<file path="src/rtl/pipe_stage_reg.sv">
// Pipeline register stage with a one-entry skid buffer.
// Carries the ALU result, the store data, the destination index and the control
// bits from one pipeline stage to the next. The stage holds up to two entries.
// MAIN is the head entry and drives out_*. SKID catches the one extra entry
// that arrives while the head is stalled.
// in_ready is decoded from the registered state only, so there is no
// combinational path from out_ready to in_ready.
module pipe_stage_reg #(
  parameter int DATA_W = 32,
  parameter int DEST_W = 4,
  parameter int CTRL_W = 3
) (
  input  logic              clk,
  input  logic              rst,
  input  logic              flush,
  input  logic              in_valid,
  output logic              in_ready,
  input  logic [CTRL_W-1:0] in_ctrl,
  input  logic [DATA_W-1:0] in_alu,
  input  logic [DATA_W-1:0] in_val_rm,
  input  logic [DEST_W-1:0] in_dest,
  output logic              out_valid,
  input  logic              out_ready,
  output logic [CTRL_W-1:0] out_ctrl,
  output logic [DATA_W-1:0] out_alu,
  output logic [DATA_W-1:0] out_val_rm,
  output logic [DEST_W-1:0] out_dest,
  output logic [1:0]        occupancy
);

  typedef enum logic [1:0] {
    ST_EMPTY = 2'd0,
    ST_HALF  = 2'd1,
    ST_FULL  = 2'd2
  } state_t;

  state_t              r_state;
  logic [CTRL_W-1:0]   r_main_ctrl;
  logic [DATA_W-1:0]   r_main_alu;
  logic [DATA_W-1:0]   r_main_val_rm;
  logic [DEST_W-1:0]   r_main_dest;
  logic [CTRL_W-1:0]   r_skid_ctrl;
  logic [DATA_W-1:0]   r_skid_alu;
  logic [DATA_W-1:0]   r_skid_val_rm;
  logic [DEST_W-1:0]   r_skid_dest;

  logic                w_in_ready;
  logic                w_out_valid;
  logic                w_push;
  logic                w_pop;

  assign w_in_ready  = (r_state != ST_FULL);
  assign w_out_valid = (r_state != ST_EMPTY);
  assign w_push      = in_valid & w_in_ready;
  assign w_pop       = w_out_valid & out_ready;

  // Occupancy decode: the number of held entries for each state.
  always_comb begin
    occupancy = 2'd0;
    case (r_state)
      ST_HALF: occupancy = 2'd1;
      ST_FULL: occupancy = 2'd2;
      default: occupancy = 2'd0;
    endcase
  end

  // State machine and slot updates. Flush has priority over push and pop,
  // and clears only the control bits of both slots. The data fields keep
  // their last values.
  always_ff @(posedge clk or negedge rst) begin
    if (!rst) begin
      r_state       <= ST_EMPTY;
      r_main_ctrl   <= '0;
      r_main_alu    <= '0;
      r_main_val_rm <= '0;
      r_main_dest   <= '0;
      r_skid_ctrl   <= '0;
      r_skid_alu    <= '0;
      r_skid_val_rm <= '0;
      r_skid_dest   <= '0;
    end else if (flush) begin
      r_state     <= ST_EMPTY;
      r_main_ctrl <= '0;
      r_skid_ctrl <= '0;
    end else begin
      case (r_state)
        ST_EMPTY: begin
          if (w_push) begin
            r_state       <= ST_HALF;
            r_main_ctrl   <= in_ctrl;
            r_main_alu    <= in_alu;
            r_main_val_rm <= in_val_rm;
            r_main_dest   <= in_dest;
          end
        end
        ST_HALF: begin
          if (w_push && w_pop) begin
            r_main_ctrl   <= in_ctrl;
            r_main_alu    <= in_alu;
            r_main_val_rm <= in_val_rm;
            r_main_dest   <= in_dest;
          end else if (w_push) begin
            r_state       <= ST_FULL;
            r_skid_ctrl   <= in_ctrl;
            r_skid_alu    <= in_alu;
            r_skid_val_rm <= in_val_rm;
            r_skid_dest   <= in_dest;
          end else if (w_pop) begin
            r_state <= ST_EMPTY;
          end
        end
        ST_FULL: begin
          // A push cannot happen here because in_ready is low.
          if (w_pop) begin
            r_state       <= ST_HALF;
            r_main_ctrl   <= r_skid_ctrl;
            r_main_alu    <= r_skid_alu;
            r_main_val_rm <= r_skid_val_rm;
            r_main_dest   <= r_skid_dest;
          end
        end
        default: r_state <= ST_EMPTY;
      endcase
    end
  end

  assign in_ready   = w_in_ready;
  assign out_valid  = w_out_valid;
  // When there is no head entry, the control bits read as a bubble.
  assign out_ctrl   = w_out_valid ? r_main_ctrl : '0;
  assign out_alu    = r_main_alu;
  assign out_val_rm = r_main_val_rm;
  assign out_dest   = r_main_dest;

endmodule

</file>
<file path="config.mk">
export PLATFORM = sky130hd
export DESIGN_NAME = pipe_stage_reg
export DESIGN_NICKNAME = d
export VERILOG_FILES = /design/src/rtl/pipe_stage_reg.sv
export SDC_FILE = /design/constraint.sdc
export NUM_CORES = 1
export LEC_CHECK = 0
export ABC_AREA = 0
export BUFFER_PORTS_ARGS = -buffer_cell sky130_fd_sc_hd__buf_4
export CAP_MARGIN = 20
export CORE_ASPECT_RATIO = 1.5
export CORE_MARGIN = 2
export CORE_UTILIZATION = 30
export CTS_BUF_LIST = sky130_fd_sc_hd__clkbuf_16
export CTS_CLUSTER_DIAMETER = 50
export CTS_CLUSTER_SIZE = 16
export DETAILED_ROUTE_END_ITERATION = 8
export GPL_ROUTABILITY_DRIVEN = 0
export SETUP_SLACK_MARGIN = 0.3
export SYNTH_ARGS = -nofsm -noshare
export SYNTH_HDL_FRONTEND = slang
export SYNTH_SLANG_ARGS = --single-unit
</file>
<file path="constraint.sdc">
create_clock -name clk -period 1.85 [get_ports clk]
set_input_delay 0.185 -clock clk [delete_from_list [all_inputs] [get_ports clk]]
set_output_delay 0.185 -clock clk [all_outputs]
set_load 0.01 [all_outputs]
</file>
==> summary.md <==
| Metric | Value |
|---|---|
| Biggest fanout along the worst timing path | 14 |
| Slew @ Worst Pin | 0.492 ns |
| Clk_lat worst skew | approximately 0.43 ns |
| Placed Cells incl. Taps | 848 |
| Starting density of the core | 30.3% |
| GRT Resource Usage Total | 15.4% |
| Maximum cell stage delay along the critical path | 0.44 ns |
| Mapped Cells | between 400 and 500 |
| Root cell of the clock tree | clkbuf_16 |
| Series of cell instances along the critical path | inv_2, ha_4, a21boi_4, nor3_2, o21a_4, buf_12, buf_16, mux2_4 |
| Area delta synth->final | 56.9% |
| Sequential cell area fraction in the yosys report | a little under three fifths |
| Final WL | 17800 um |
| Vias in the first global route | 5025 |
| CP startpoint kind | flop |
| Worst Path Class, Setup | flop to flop |
| Remaining DRCs | 0 |
| RSZ-0062 raised after global routing | true |
| Setup crit start | r_state[1] |
| Post-layout net count | 769 |
| Die outline width | 124 um |
| Outcome | finished with violations |
| Fill count | 1886 |
| Leakage power total | 4.60 nW |
| Proportion of layout cells with a drive suffix above 1 | 64.1% |
| Cell Area, Synth | 6500 um2 |
| Total Neg Setup Slack | -12.98 ns |
| Placement row count | 66 |
| Worst R2R Start | r_state[1] |
| Ratio of total power to cell area | 1240 nW/um2 |
| Slew Limit Headroom | between 60% and 70% |
| Setup-failing EPs final | 141 |
| Via-per-instance ratio | roughly 4.7 |
| TritonCTS clock tree | done |
| Via Count | ~4600 |
| Final slew viol count | 0 |
| Number of DRC violations after detailed-routing iteration 0 | 126 |
| First-pass GRT wire length | between 20000 and 30000 um |
| Top FF cell, synth | dfrtp_1 |
| Final cycle utilization of the critical path | 108% |
| Timing-limited maximum frequency | 500 MHz |
| Count of cells along the worst hold path | 2 |
| Total core area | around 21000 um2 |
| Inserted Diodes | 0 |
| H-Tree Depth | 4 |
| Worst reg-to-reg setup slack | -0.15 ns |
| Min cycle time layout | 2.00 ns |
| Number of synthesized flops with an enable pin | 0 |
| HPWL after detailed placement | 10500 um |
| Antenna Nets Post-Route | 0 |
| Maximum number of pins on one net before global-route repair | 49 |
| Yosys warning total | 0 |
| Post-route insts no fill | about 1000 |
| Hold Crit Endpoint | r_skid_alu[11] |
| Number of clock sinks | 144 |
| Final Hold Vio Count | 0 |
| Chip height | approximately 180 um |
| Worst flop-to-flop path endpoint | out_val_rm[15] |
| Maximum ir drop on the vdd rail | 763 uV |
| Final routed wire length divided by cell count | 18.3 um |
| Number of iterations in the first detailed-routing pass | 4 |
| Number of maximum-capacitance violations | 0 |
| Average instance area after synthesis | 15.3 um2 |
| Initial antenna violation count | 0 |
| Asr flop ratio synth | 100% |
| Synth unique cells | 37 |
| Count of input and output buffers | 150 |
| Clk pin slew, worst setup/hold paths | about 0.060 ns |
| Hold Crit Start | in_alu[11] |
| Setup skew after layout | around 0.012 ns |
| # IOs | 151 |
| Endpoint kind of the worst setup timing path | flop |
| DIE AREA | 22900 um2 |
| Total overflow reported by the global router | 0 |
| Max Root-Sink Buffers | 2 |
| R2r worst-path depth | 8 |
| Data arrival, critical path | roughly 2.3 ns |
| Min-delay worst type | input port to flop |
| Data required time at the worst endpoint | 2.16 ns |
| Count of state elements after synthesis | ~140 |
| Violations in the final reports | negative setup slack |
| Setup slack after layout | -0.151 ns |
| Synthesized net count | 505 |
| Power, Total | 12.6 mW |
| Cell with the largest stage delay on the worst path | dfrtp_1 |
| Inserted Clock Buffers | 17 |
layout by cell type, fill, tap and decap left out, drive strengths merged, types with 2 or more instances in the layout:
cell,instances
a21o,2
a21oi,2
a221oi,3
a22o,3
buf,196
bufinv,3
clkbuf,20
clkinv,11
dfrtp,144
dlygate4sd3,68
ha,5
inv,6
mux2,204
nand2,2
nand2b,2
nor2,2
nor2b,5
nor3,8
kinds of logic (layout without fill, tap and decap cells):
| logic type | after synthesis | after routing | synth area share (%) |
|---|---|---|---|
| multiplexers | 205 | 205 | 36.7 |
| AO/OA/AOI/OAI | 16 | 16 | 2.00 |
| AND/OR/NAND/NOR | 26 | 26 | 2.37 |
| flip-flops | 144 | 144 | 55.4 |
| adder cells (fa/ha/maj) | 5 | 5 | 0.963 |
| buffers and inverters | 28 | 305 | 2.56 |
flip-flops by register name, indices dropped and copies added (netlist names):
signal and flops:
out_dest 4, r_skid_dest 4, r_skid_val_rm 32, out_val_rm 32, r_state 2, out_alu 32, r_skid_alu 32, r_skid_ctrl 3
r_main_ctrl 3
power breakdown:
part           internal (mW)  switching, mW  leakage, nW
Sequential              4.41          0.710         1.72
Combinational           2.72           1.41         2.59
Clock                   2.08           1.31        0.291
Total                   9.21           3.42         4.60
cell usage after synthesis, types with 3 or more instances:
| cell type | n | area (um2) |
|---|---|---|
| a221oi_1 | 3 | 26.3 |
| buf_4 | 6 | 45.0 |
| mux2_4 | 20 | 300 |
| buf_1 | 5 | 18.8 |
| a22o_1 | 3 | 26.3 |
| ha_1 | 5 | 62.6 |
| dfrtp_1 | 144 | 3600 |
| inv_1 | 5 | 18.8 |
| nor3_1 | 8 | 40.0 |
| buf_2 | 7 | 35.0 |
| mux2_2 | 175 | 1970 |
| nor2b_1 | 5 | 31.3 |
| mux2_1 | 9 | 101 |
area by class of cell:
cell class,count,area (um2),area share (%)
tap,272,340,3.34
multi-input combinational,252,3090,30.3
clock inverter,15,151,1.49
timing repair buffer,268,2570,25.2
inverter,5,21.3,0.209
sequential,144,3600,35.3
clock buffer,17,425,4.17
layer usage:
layer / global-route usage [%] / part of all wire, %
met5: 0 / 0
met4: 7.46 / 2.9
met3: 3.71 / 4.0
met2: 27.6 / 54
met1: 16.6 / 39
critical path, delay by kind of cell, from the launching register on:
family / cells / cell delay, ns
AO/OA/AOI/OAI: 2 / 0.46
buffers and inverters: 3 / 0.44
flip-flops: 1 / 0.44
adder cells (fa/ha/maj): 1 / 0.17
AND/OR/NAND/NOR: 1 / 0.07
multiplexers: 1 / 0.30
metrics by stage:
step	utilization (%)	hold slack (ns)	worst slack, ns	cell area (um2)
after detailed placement	38.0	0.170	-0.159	8150
after CTS	46.3	0.000177	-0.122	9940
after floorplan	-	-0.111	-0.0354	6570
after global placement	38.0	0.158	-0.108	8150
after global routing	47.5	0.00391	-0.207	10200
final	47.5	0.0144	-0.151	10200
worst max path at each step:
stage	end
3_3_place_gp	r_skid_val_rm[23]
2_1_floorplan	out_alu[28]
6_report	out_val_rm[15]
3_5_place_dp	r_main_ctrl[1]
4_1_cts	r_skid_alu[11]
5_1_grt	out_val_rm[28]
timing repair:
action / in CTS / in global routing
hold buffers: 67 / 1
setup buffers: 13 / 4
pin swaps: 8 / 3
gates resized for setup: 70 / 38
hold endpoints to repair: 109 / 1
cloned: 5 / 3
setup endpoints to repair: 151 / 151
(Power assumes the default switching activity.)
